<file path="src/rtl/ex_mem_buffer.sv">
// ex_mem_buffer: 2-entry EX/MEM skid FIFO with branch redirect and store lane steering.
// Define STORE_ALIGN_EN to shift sub-word store data and byte enables into their address lanes.
module ex_mem_buffer #(
    parameter int XLEN = 32
) (
    input  logic            clk,
    input  logic            reset_n,
    input  logic            flush,
    input  logic            in_valid,
    output logic            in_ready,
    input  logic [XLEN-1:0] in_result,
    input  logic            in_branchTaken,
    input  logic [XLEN-1:0] in_branchTarget,
    input  logic [XLEN-1:0] in_storeData,
    input  logic [4:0]      in_rd,
    input  logic            in_regWrite,
    input  logic            in_memRead,
    input  logic            in_memWrite,
    input  logic [2:0]      in_funct3,
    output logic            out_valid,
    input  logic            out_ready,
    output logic [XLEN-1:0] out_result,
    output logic [XLEN-1:0] out_storeData,
    output logic [4:0]      out_rd,
    output logic            out_regWrite,
    output logic            out_memRead,
    output logic            out_memWrite,
    output logic [2:0]      out_funct3,
    output logic [3:0]      out_byteEn,
    output logic            out_misaligned,
    output logic            redirect_valid,
    output logic [XLEN-1:0] redirect_pc
);
    localparam int EW = 2 * XLEN + 11;

    logic [EW-1:0]   mem [2];
    logic [1:0]      count;
    logic            wr_ptr, rd_ptr, push, pop;
    logic [XLEN-1:0] head_store;

    assign in_ready  = count < 2'd2;
    assign out_valid = count != 2'd0;
    assign push      = in_valid && in_ready && !flush;
    assign pop       = out_valid && out_ready;

    assign {out_result, head_store, out_rd, out_regWrite, out_memRead, out_memWrite, out_funct3} = mem[rd_ptr];

    always_ff @(posedge clk) begin
        if (!reset_n) begin
            count          <= 2'd0;
            wr_ptr         <= 1'b0;
            rd_ptr         <= 1'b0;
            mem[0]         <= '0;
            mem[1]         <= '0;
            redirect_valid <= 1'b0;
            redirect_pc    <= '0;
        end else if (flush) begin
            count          <= 2'd0;
            wr_ptr         <= 1'b0;
            rd_ptr         <= 1'b0;
            redirect_valid <= 1'b0;
        end else begin
            if (push) begin
                mem[wr_ptr] <= {in_result, in_storeData, in_rd, in_regWrite, in_memRead, in_memWrite, in_funct3};
                wr_ptr      <= ~wr_ptr;
            end
            if (pop)
                rd_ptr <= ~rd_ptr;
            count          <= count + {1'b0, push} - {1'b0, pop};
            redirect_valid <= push && in_branchTaken;
            if (push && in_branchTaken)
                redirect_pc <= in_branchTarget;
        end
    end

`ifdef STORE_ALIGN_EN
    logic [1:0] addr;
    logic       sub_word;
    assign addr     = out_result[1:0];
    assign sub_word = out_funct3[2:1] == 2'b00;
    assign out_byteEn = !out_memWrite         ? 4'b0000 :
                        out_funct3 == 3'b000  ? 4'b0001 << addr :
                        out_funct3 == 3'b001  ? 4'b0011 << addr : 4'b1111;
    assign out_storeData  = (out_memWrite && sub_word) ? head_store << {addr, 3'b000} : head_store;
    assign out_misaligned = out_memWrite && (out_funct3 == 3'b001 ? addr[0] :
                                             out_funct3 == 3'b010 ? |addr : 1'b0);
`else
    assign out_byteEn     = out_memWrite ? 4'b1111 : 4'b0000;
    assign out_storeData  = head_store;
    assign out_misaligned = 1'b0;
`endif

endmodule

</file>
<file path="config.mk">
export PLATFORM = sky130hd
export DESIGN_NAME = ex_mem_buffer
export DESIGN_NICKNAME = d
export VERILOG_FILES = /design/src/rtl/ex_mem_buffer.sv
export SDC_FILE = /design/constraint.sdc
export NUM_CORES = 1
export LEC_CHECK = 0
export ABC_AREA = 1
export CORE_MARGIN = 3
export CORE_UTILIZATION = 48
export DETAILED_ROUTE_END_ITERATION = 16
export PLACE_DENSITY = 0.88
export SYNTH_ARGS = -nofsm -noshare
export SYNTH_HDL_FRONTEND = slang
export SYNTH_SLANG_ARGS = --single-unit
export TNS_END_PERCENT = 50
</file>
<file path="constraint.sdc">
create_clock -name clk -period 4.35 [get_ports clk]
set_clock_uncertainty 0.05 [all_clocks]
set_input_delay 0.87 -clock clk [delete_from_list [all_inputs] [get_ports clk]]
set_output_delay 0.87 -clock clk [all_outputs]
set_load 0.02 [all_outputs]
</file>
==> results.py <==
metrics = {
    "status": {
        "outcome": "finished, final reports clean",
    },
    "hold_path": {
        "min_path_type": "reg2reg",
        "min_path_cells": 2,
        "worstHoldStart": "redirect_pc[4]",
        "min_to": "redirect_pc[4]",
    },
    "critical_path": {
        "critPathMaxFanout": 45,
        "startpoint_type": "flip-flop",
        "crit_required_ps": 3430,
        "r2r-start": "count[1]",
        "arrival_ps": 2340,
        "reg2regPathDepth": 6,
        "r2r-end": "mem[0][9]",
        "r2r_slack_ps": 2360,
        "worstSetupEndpointType": "output port",
        "critPathKind": "reg2out",
    },
    "finish": {
        "drive_gt1_share_pct": 13.2,
        "fin_nets": 1059,
        "design_area_mm2": 0.0112,
        "syn_to_final_growth_pct": 37.4,
        "fin_cells": 1171,
        "fill_cells": 1170,
        "diodes": 0,
        "postLayoutCoreUtil_pct": 68.7,
    },
    "place": {
        "gp_congestion": 0.807,
        "dp_cells": 1141,
        "place.detailed.hpwl_mm": 12.1,
        "pre_cts_ws_ps": 1400,
        "placed_area_mm2": 0.0105,
        "port_buffers": 226,
    },
    "power_and_ir_drop": {
        "ir_drop_mv": 0.260,
        "leakage_nw": 4.68,
        "p_per_area_mw_per_mm2": 385,
        "finalPower_mw": 4.29,
    },
    "clocking": {
        "clk_latency_ps": 420,
        "clockBufferDepth": 2,
        "cts_resized": 0,
        "cts_made_buffers": 17,
        "cts.sinks": 188,
        "cts_tree": "yes",
        "post_cts_buffers": 0,
        "h-tree-depth": 4,
        "ctsHoldBuffers": 0,
        "path_clk_slew_ps": 70,
        "clk_root_buffer_cell": "clkbuf_16",
    },
    "synthesis": {
        "muxShareOfSynthArea_pct": 10.4,
        "synthSimpleGateAreaFrac_pct": 15.3,
        "ys_types": 23,
        "synthCells": 735,
        "synth_nets": 850,
        "synth_adder_area_share_pct": 0.308,
        "synth_compound_area_share_pct": 0.216,
        "syn_area_mm2": 0.00812,
        "yosysSeqAreaShare_pct": 64.8,
        "yosysWarnings": 0,
        "synth_top_family_by_area": "simple AND/OR/NAND/NOR gates",
        "ys_seq_elements": 188,
        "synth-xor-area-share_pct": 0,
        "syn_avg_cell_area_um2": 11.1,
    },
    "timing": {
        "final.setup.tns_ps": 0,
        "setup_violations": 0,
        "hold_ws_ps": 432,
        "hold_viol": 0,
        "timing.final.ws_setup_ps": 1090,
        "slew_headroom_pct": 42.6,
        "tightest_slew_ps": 861,
        "rsz0062_at_grt": "no",
        "drv_slew": 0,
        "period_share_pct": 75.0,
        "fmax_mhz": 306,
        "min_period_ps": 3260,
    },
    "grt": {
        "grt_max_degree": 76,
        "grt_use_total_pct": 19.9,
        "overflow": 0,
        "grt_pass1_vias": 5783,
        "antenna_found_initial": 0,
        "grt_pass1_wl_mm": 28.4,
    },
    "die": {
        "fp.dieArea_mm2": 0.0185,
        "die_h_um": 136,
        "core_mm2": 0.0162,
        "initial_utilization_pct": 50.0,
        "ioPinCount": 228,
        "die_width_um": 136,
        "rows": 46,
    },
    "drt": {
        "wl_per_cell_um": 15.5,
        "drt-pass1-iter-count": 6,
        "dr.first_iter.drc_count": 331,
        "vias": 5731,
        "wl_mm": 18.2,
        "ant_nets": 0,
        "drc": 0,
        "viasPerCell": 4.89,
    },
    "job": {
        "cap_violations": 0,
    },
}
==> Yosys cell counts <==
library cell	count	area, µm²
nor3_1	1	5.00
nand3_4	1	17.5
clkbuf_1	4	15.0
a21oi_1	2	10.0
nor2_2	1	6.26
inv_1	116	435
conb_1	1	3.75
dfxtp_1	38	761
buf_6	5	56.3
nand2_1	42	158
edfxtp_1	150	4500
o21a_1	1	7.51
buf_2	20	100
nand3_1	1	5.00
nor2_1	220	826
nand4_1	32	200
mux2_2	75	845
buf_4	11	82.6
nand3_2	2	20.0
inv_2	3	11.3
buf_1	6	22.5
ha_1	2	25.0
or2_2	1	6.26
==> power breakdown <==
| part | internal, mW | switching [mW] | total, mW |
|---|---|---|---|
| combinational | 0.280 | 0.284 | 0.563 |
| clock | 1.02 | 0.651 | 1.67 |
| sequential | 2.03 | 0.0284 | 2.06 |
| total | 3.33 | 0.963 | 4.29 |
==> per-layer routing <==
layer	part of all wire, %	vias up	track usage (%)
met4	2.4	0	7.39
met3	11	32	8.36
met1	38	2685	23.2
met2	48	237	32.9
li1	-	2777	-
met5	0	-	0
==> worst max path at each step <==
stage,from,endpoint,slack [ps],cells past startpoint
2_1_floorplan,flush,mem[1][0],730,7
3_3_place_gp,in_valid,mem[0][10],1430,6
3_5_place_dp,in_valid,mem[0][11],1400,6
4_1_cts,flip-flop,out_byteEn[0],1060,3
5_1_grt,flip-flop,out_byteEn[0],990,3
6_report,flip-flop,out_result[30],1090,3
==> kinds of logic after synthesis <==
| family | count (synthesis) |
|---|---|
| AND/OR/NAND/NOR | 301 |
| flip-flops | 188 |
| buffers and inverters | 165 |
| multiplexers | 75 |
| AO/OA/AOI/OAI | 3 |
| adder cells (fa/ha/maj) | 2 |
| other | 1 |
==> area by class of cell <==
class | instances | area (µm²) | area share [%]
Sequential cell | 188 | 5270 | 47.2
Timing Repair Buffer | 236 | 2370 | 21.3
Multi-Input combinational cell | 382 | 2160 | 19.3
Inverter | 119 | 447 | 4.00
Clock buffer | 17 | 425 | 3.81
Tap cell | 216 | 270 | 2.42
Clock inverter | 13 | 214 | 1.92
==> worst max-delay path, cell delays in order (launching register included) <==
cell and delay [ps]:
dfxtp_4 620, buf_12 310, mux2_2 370, clkdlybuf4s50_1 580
==> layout by cell type (no fill, tap or decap) <==
master and instances:
a21oi_1 2, buf_12 3, buf_4 7, bufinv_16 5, clkbuf_16 17, clkdlybuf4s50_1 226
clkinv_2 1, clkinv_4 2, clkinvlp_4 2, conb_1 1, dfxtp_1 37, dfxtp_4 1
edfxtp_1 150, ha_1 2, inv_1 116, inv_2 3, inv_6 3, mux2_2 75
nand2_1 40, nand2_4 2, nand3_1 1, nand3_2 1, nand3_4 2, nand4_1 32
nor2_1 220, nor2_2 1, nor3_1 1, o21a_1 1, or2_2 1
==> registers in the layout (all words and copies together) (netlist names), named ones only <==
name	cells
redirect_pc	32
count	2
mem	150
wr_ptr	1
redirect_valid	1
rd_ptr	1
Note: power is estimated with default switching activity, not from simulation.
